<file path="config.mk">
export PLATFORM = sky130hd
export DESIGN_NAME = fb_scanout
export DESIGN_NICKNAME = d
export VERILOG_FILES = /design/src/rtl/fb_scanout.sv
export SDC_FILE = /design/constraint.sdc
export NUM_CORES = 2
export LEC_CHECK = 0
export ABC_AREA = 1
export ABC_CLOCK_PERIOD_IN_PS = 7000
export BUFFER_PORTS_ARGS = -buffer_cell sky130_fd_sc_hd__clkbuf_2
export CAP_MARGIN = 5
export CORE_AREA = 2 2 473 475
export DETAILED_ROUTE_END_ITERATION = 7
export DIE_AREA = 0 0 475 477
export GPL_ROUTABILITY_DRIVEN = 0
export SYNTH_ARGS = -nofsm -noshare
export SYNTH_HDL_FRONTEND = slang
export SYNTH_SLANG_ARGS = --single-unit
</file>
<file path="constraint.sdc">
create_clock -name clock -period 7 [get_ports clock]
set_input_delay 0.7 -clock clock [delete_from_list [all_inputs] [get_ports clock]]
set_output_delay 0.7 -clock clock [all_outputs]
set_load 0.01 [all_outputs]
</file>
<file path="src/rtl/fb_scanout.sv">
// fb_scanout: 640x480@60 VGA scanout of a 40x30 monochrome framebuffer shown as 16x16 blocks.
// Define FB_SCANOUT_GRID_EN to draw a dim grid on unlit blocks.
module fb_scanout (
    input  logic          clock,
    input  logic          reset,
    input  logic [1199:0] framebuffer,
    output logic          hsync,
    output logic          vsync,
    output logic [3:0]    vga_r,
    output logic [3:0]    vga_g,
    output logic [3:0]    vga_b,
    output logic          frame_start
);

    localparam logic [9:0]  HVisible   = 10'd640;
    localparam logic [9:0]  HSyncStart = 10'd656;
    localparam logic [9:0]  HSyncEnd   = 10'd751;
    localparam logic [9:0]  HLast      = 10'd799;
    localparam logic [9:0]  VVisible   = 10'd480;
    localparam logic [9:0]  VSyncStart = 10'd490;
    localparam logic [9:0]  VSyncEnd   = 10'd491;
    localparam logic [9:0]  VLast      = 10'd524;
    localparam logic [9:0]  VLoad      = 10'd479;
    localparam logic [10:0] NumPixels  = 11'd1200;

    logic          pix_en_q;
    logic [9:0]    hcount_q;
    logic [9:0]    vcount_q;
    logic [1199:0] snapshot_q;

    logic          h_last;
    logic          v_last;
    logic          visible;
    logic          load;
    logic          in_hsync;
    logic          in_vsync;
    logic [5:0]    row;
    logic [5:0]    col;
    logic [10:0]   pix_idx;
    logic          pix_bit;
    logic [3:0]    colour;

    always_comb begin
        h_last   = (hcount_q == HLast);
        v_last   = (vcount_q == VLast);
        visible  = (hcount_q < HVisible) && (vcount_q < VVisible);
        // Latch a new image as the last visible line ends, so a frame never tears.
        load     = pix_en_q && h_last && (vcount_q == VLoad);
        in_hsync = (hcount_q >= HSyncStart) && (hcount_q <= HSyncEnd);
        in_vsync = (vcount_q >= VSyncStart) && (vcount_q <= VSyncEnd);
        row      = vcount_q[9:4];
        col      = hcount_q[9:4];
        pix_idx  = 11'(row) * 11'd40 + 11'd39 - 11'(col);
        pix_bit  = 1'b0;
        if (visible && (pix_idx < NumPixels)) begin
            pix_bit = snapshot_q[pix_idx];
        end
        colour = pix_bit ? 4'hF : 4'h0;
`ifdef FB_SCANOUT_GRID_EN
        if (visible && !pix_bit && ((hcount_q[3:0] == 4'd0) || (vcount_q[3:0] == 4'd0))) begin
            colour = 4'h3;
        end
`endif
    end

    always_ff @(posedge clock) begin
        if (reset) begin
            pix_en_q    <= 1'b0;
            hcount_q    <= '0;
            vcount_q    <= '0;
            snapshot_q  <= '0;
            hsync       <= 1'b1;
            vsync       <= 1'b1;
            vga_r       <= 4'h0;
            vga_g       <= 4'h0;
            vga_b       <= 4'h0;
            frame_start <= 1'b0;
        end else begin
            pix_en_q <= ~pix_en_q;
            if (pix_en_q) begin
                hcount_q <= h_last ? 10'd0 : hcount_q + 10'd1;
                if (h_last) begin
                    vcount_q <= v_last ? 10'd0 : vcount_q + 10'd1;
                end
            end
            if (load) begin
                snapshot_q <= framebuffer;
            end
            frame_start <= load;
            hsync       <= ~in_hsync;
            vsync       <= ~in_vsync;
            vga_r       <= colour;
            vga_g       <= colour;
            vga_b       <= colour;
        end
    end

endmodule

</file>
; Word-level counts from Yosys, hierarchy flattened
; Cells that the tools add are included.
[word_totals]
reg_bits = 1228
input_bits = 1202
wordCells = 40
output_inout_bits = 15
[classes]
bitwise = 3
n_lt_le_gt_ge = 8
n_eq_ne = 3
muxes = 6
n_addsub = 4
reduce_logical = 7
n_mul = 1
[ops]
columns = operator, n
row1 = adder 10 x 1 -> 10 bit (second input constant), 2
row2 = equality test 10 bit (second input constant), 2
row3 = two-way mux 10 bit, 2
row4 = < comparator 11 x 12 -> 1 bit (second input constant), 1
row5 = adder 11 x 6 -> 11 bit (second input constant), 1
row6 = binary-select mux 1 bit (select 11 bit), 1
row7 = < comparator 11 bit (second input constant), 1
row8 = subtractor 11 x 6 -> 11 bit, 1
row9 = equality test 10 x 9 -> 1 bit (second input constant), 1
row10 = greater-or-equal comparator 10 bit (second input constant), 1
row11 = greater-or-equal comparator 10 x 9 -> 1 bit (second input constant), 1
row12 = <= comparator 10 bit (second input constant), 1
row13 = <= comparator 10 x 9 -> 1 bit (second input constant), 1
row14 = < comparator 10 bit (second input constant), 1
row15 = < comparator 10 x 9 -> 1 bit (second input constant), 1
row16 = multiplier 6 x 3 -> 8 bit (second input constant), 1
row17 = logical AND 1 bit, 6
row18 = two-way mux 4 bit, 1
row19 = NOT 1 bit, 3
row20 = two-way mux 1 bit, 2
row21 = AND reduction 2 bit, 1

; Depth between registers and ports, before layout
[depth]
depth_word = 7
depth_mapped = 23
depth_no_buf = 21

; Worst setup path after synthesis
; OpenSTA, ideal clock, no wires.
[synth_path]
kind = reg-to-reg
start = register vcount_q[7]
end = register vga_b[2]
t_required_ns = 6.884
setup_ns = 0.116
path_buffers = 0
period_less_slack_ns = 2.905
arrival_time_ns = 2.789
path_stages_with_launch = 20
setup_slack_ns = 4.095
cell_sequence = dfxtp_1 -> ha_1 -> ha_1 -> fa_1 -> inv_1 -> ha_1 -> inv_1 -> or2_2 -> nand2_1 -> inv_1 -> nor2_1 -> nand2_1 -> nor2_1 -> nand2_1 -> nand2_1 -> nor2_1 -> nand2_1 -> nand2_1 -> nand2_1 -> a21oi_1
[synth_between]
elab_chain_cells = 7
elab_cells_between_ends = 11
cone_classes = add/sub: 2 / mul: 1 / order compare: 2 / mux: 4 / reduce/logical: 2
[synth_lines]
columns = item, line
row1 = from (decl), 28  ; logic [9:0] vcount_q;
row2 = from (signal assigned), 83  ; vcount_q <= v_last ? 10'd0 : vcount_q + 10'd1;
row3 = multiplier 6 x 3 -> 8 bit, 53  ; pix_idx = 11'(row) * 11'd40 + 11'd39 - 11'(col);
row4 = adder 11 x 6 -> 11 bit, 53
row5 = subtractor 11 x 6 -> 11 bit, 53
row6 = binary-select mux 1 bit (select 11 bit) / < comparator 11 bit (equally long branches), "56, 55"
row7 = two-way mux 1 bit (implied by the code) / logical AND 1 bit (equally long branches), "56, 55"
row8 = two-way mux 1 bit (*), 55  ; if (visible && (pix_idx < NumPixels)) begin
row9 = two-way mux 4 bit (*), 58  ; colour = pix_bit ? 4'hF : 4'h0;
row10 = to (signal assigned), 94  ; vga_b <= colour;
row11 = to (decl), 11  ; output logic [3:0] vga_b,
; Every way passes the cells marked *; elsewhere a longest branch is shown, timed or not. The select of a mux whose other input is x is not followed.
; A chain may end at the register's enable or synchronous reset.

; Final worst setup path
[layout_path]
start = register vcount_q[5]
end = register vga_b[2]
; Same word-level chain as after synthesis.

==> impl_metrics.csv <==
group,metric,value,unit
outcome,status,"completed",
global_route,grt_max_degree,220,
power,clockPowerShare,50.9,%
die,die_x,475,microns
die,start_util,25.7,%
clock_tree,postCtsSetupBuffers,0,
die,core_area,221000,sq um
critical_path,crit_slowest_cell,"nor2_1",
die,num_rows,173,
worst_hold_path,min_path_type,"in2reg",
cells_and_area,fin_area,69900,sq um
drt,vias,55800,
timing,fin_crit_sh,71.4,%
power,p_sw_share,24.0,%
yosys,syn-num-nets,9019,
critical_path,cp.arrival,5.69,ns
global_route,track_usage,21.3,%
clock_tree,insertion_delay,0.81,ns
drt,wirelength,255000,microns
critical_path,crit_family,"simple AND/OR/NAND/NOR gates",
cells_and_area,synthToLayoutAreaGrowth,22.7,%
drt,drc_errors,0,
timing,tightest_slew,1.28,ns
cells_and_area,mostFrequentLayoutCell,"nor2_1",
clock_tree,htreeDepth,4,
drt,drtAntennaViolNets,0,
critical_path,critical_path_depth,13,
critical_path,worstPathRequired,7.70,ns
global_route,antenna_found_initial,87,
timing,slew_headroom,14.8,%
timing,setup_viol,0,
power,pwr-share-seq,45.1,%
critical_path,crit_path_end_kind,"flip-flop",
timing,setup_tns,0,ns
cells_and_area,drive_gt1_share,23.4,%
clock_tree,hold_buffers,0,
power,power_density,221,nW/um^2
critical_path,cp.buffers_inverters,2,
run,maxCapViolations,0,
worst_hold_path,worstHoldStart,"framebuffer[1154]",
critical_path,ff2ff_path_depth,13,
power,cellLeakagePower,29.5,nW
drt,wl_per_cell,21.7,microns
clock_tree,numCtsBuffers,145,
worst_hold_path,worstHoldEndpoint,"snapshot_q[1154]$_SDFFE_PP0P_",
timing,clock_skew,0.0633,ns
yosys,yosysUniqueCellTypes,39,
yosys,yosysSeqAreaShare,43.1,%
clock_tree,cts_root_buf,"clkbuf_16",
cells_and_area,final_nets,9845,
critical_path,startpoint_type,"flip-flop",
global_route,grt_pass1_wl,356000,microns
timing,drv_slew,0,
critical_path,critPathKind,"reg2reg",
global_route,grt_pass1_vias,51700,
yosys,ys_ff_latch,1225,
cells_and_area,fillers,24200,
power,combPwrFrac,4.0,%
power,p_switching,0.00371,W
timing,max_freq,200,MHz
placement,portBuffers,1216,
clock_tree,clk_pin_slew,0.07,ns
worst_hold_path,whs_path_depth,3,
timing,rsz0062_at_grt,"false",
die,die_y,477,microns
clock_tree,tritoncts,"done",
placement,dp_hpwl,177000,microns
yosys,syn_area,56900,sq um
global_route,overflow,0,
critical_path,max_stage_delay,0.94,ns
power,irDropWorstVdd,0.208,mV
timing,period_needed,5.00,ns
power,power,0.0154,W
critical_path,rr_startpoint,"vcount_q[5]$_SDFFE_PP0P_",
die,io_pins,1217,
drt,via_per_inst,4.75,
timing,hold_viol,0,
critical_path,reg2reg_slack,2.00,ns
placement,place_area,64900,sq um
yosys,syn_inst,7795,
critical_path,cp_max_fo,9,
clock_tree,clock_path_buffers,3,
power,intPower,0.0117,W
yosys,yosys_warnings,0,
critical_path,reg2reg_to,"vga_b[2]$_SDFF_PP0_",
drt,drt_iter0_markers,4965,
drt,first_pass_iters,8,
clock_tree,cts_resized,0,
critical_path,cp_cell_sequence,"ha_1, ha_4, fa_1, xor2_4, inv_1, nor2_1, inv_1, a21oi_1, nor2_1, nand2_1, nand3_1, nand2_1, a21oi_1",
die,dieArea,227000,sq um
cells_and_area,mostFrequentLayoutCells,"nor2_1 (2499), dfxtp_1 (1222), clkbuf_2 (1215), nand2_1 (772), o21ai_0 (701)",
clock_tree,clock-sinks,1225,
yosys,syn_avg_cell_area,7.30,sq um
[stage by stage]
step                      std cells  hold WS [ns]  utilization (%)  worst slack, ns
final                         11800        0.0979             31.6             2.00
after CTS                     11700        0.0273             31.5             1.50
after detailed placement      11400         0.451             29.3             1.47
after global routing          11700        0.0475             31.5             1.53
after floorplan                7795         0.439                -             4.10
after global placement        11400         0.451             29.3            0.513
[metal layers]
layer	vias to the layer above	global-route usage, %	share of wire (%)
met2	2313	34.5	46
met4	34	8.34	3.7
met5	-	0	0.091
met1	26100	27.3	43
li1	26900	-	-
met3	446	4.94	7.9
[flip-flops by register name, summed over array words and instances (netlist names)]
register,count
vcount_q,10
vsync,1
hsync,1
frame_start,1
hcount_q,10
vga_b,1
pix_en_q,1
snapshot_q,1200
[worst max-delay path by stage]
stage                                endpoint  slack [ns]                startpoint
after floorplan           vga_b[2]$_SDFF_PP0_        4.10  vcount_q[7]$_SDFFE_PP0P_
after global placement    vga_b[2]$_SDFF_PP0_        0.51  vcount_q[6]$_SDFFE_PP0P_
after detailed placement  vga_b[2]$_SDFF_PP0_        1.47  vcount_q[6]$_SDFFE_PP0P_
after CTS                 vga_b[2]$_SDFF_PP0_        1.50  vcount_q[6]$_SDFFE_PP0P_
after global routing      vga_b[2]$_SDFF_PP0_        1.53  hcount_q[8]$_SDFFE_PP0P_
final                     vga_b[2]$_SDFF_PP0_        2.00  vcount_q[5]$_SDFFE_PP0P_
[cells in the mapped netlist]
cell type | n | area (sq um)
a2111oi_0 | 1 | 8.76
a211o_1 | 1 | 8.76
a211oi_1 | 42 | 315
a211oi_2 | 502 | 6280
a21o_1 | 1 | 7.51
a21oi_1 | 195 | 976
a22oi_1 | 35 | 263
a31oi_1 | 3 | 18.8
buf_1 | 41 | 154
buf_2 | 146 | 731
buf_4 | 24 | 180
buf_6 | 57 | 642
clkbuf_1 | 341 | 1280
dfxtp_1 | 1225 | 24500
fa_1 | 2 | 40.0
ha_1 | 20 | 250
inv_1 | 608 | 2280
inv_2 | 6 | 22.5
nand2_1 | 775 | 2910
nand2_2 | 2 | 12.5
nand3_1 | 405 | 2030
nand3b_1 | 5 | 37.5
nand4_1 | 92 | 576
nor2_1 | 2501 | 9390
nor2_2 | 1 | 6.26
nor2_4 | 3 | 33.8
nor3_1 | 5 | 25.0
nor3_2 | 2 | 20.0
nor3b_1 | 1 | 7.51
nor4_1 | 2 | 12.5
o2111ai_1 | 10 | 87.6
o211ai_1 | 14 | 105
o21ai_0 | 701 | 3510
o21ai_1 | 1 | 5.00
o221ai_1 | 2 | 17.5
o22ai_1 | 8 | 50.1
or2_2 | 1 | 6.26
xnor2_1 | 3 | 26.3
xor2_1 | 11 | 96.3
[area by class of cell]
class	count	area, sq um	share of cell area [%]
antenna	49	123	0.175
tap	2975	3720	5.33
sequential	1225	24500	35.1
multi-input combinational	5347	27200	39.0
clock inverter	52	790	1.13
timing repair buffer	1288	7030	10.1
inverter	614	2330	3.34
clock buffer	208	4110	5.88
[cell families (layout without fill, tap and decap cells)]
kind of cell,after synthesis,after routing,share of synthesized area [%]
DFF,1225,1225,43.1
xor gates and xnor gates,14,14,0.215
other,0,49,0
adders and majority gates,22,22,0.510
buffers and inverters,1223,2162,9.29
AOI/OAI and AO/OA,1516,1516,20.5
and+or+nand+nor,3795,3795,26.4
[worst register-to-register path: stages (launching register included)]
cell and delay (ns):
dfxtp_1 0.47, ha_1 0.31, ha_4 0.18, fa_1 0.52, xor2_4 0.70, inv_1 0.68
nor2_1 0.95, inv_1 0.28, a21oi_1 0.37, nor2_1 0.11, nand2_1 0.07, nand3_1 0.08
nand2_1 0.12, a21oi_1 0.07
[power groups by stage]
stage | logic, W | registers [W] | clock network [W]
after CTS | 0.000612 | 0.00697 | 0.00799
after floorplan | 0.000123 | 0.00713 | 0
after global placement | 0.000622 | 0.00713 | 0
after global routing | 0.000641 | 0.00697 | 0.00825
after detailed placement | 0.000608 | 0.00713 | 0
final | 0.000618 | 0.00697 | 0.00786
No activity file was read; power rests on OpenSTA's default activity.
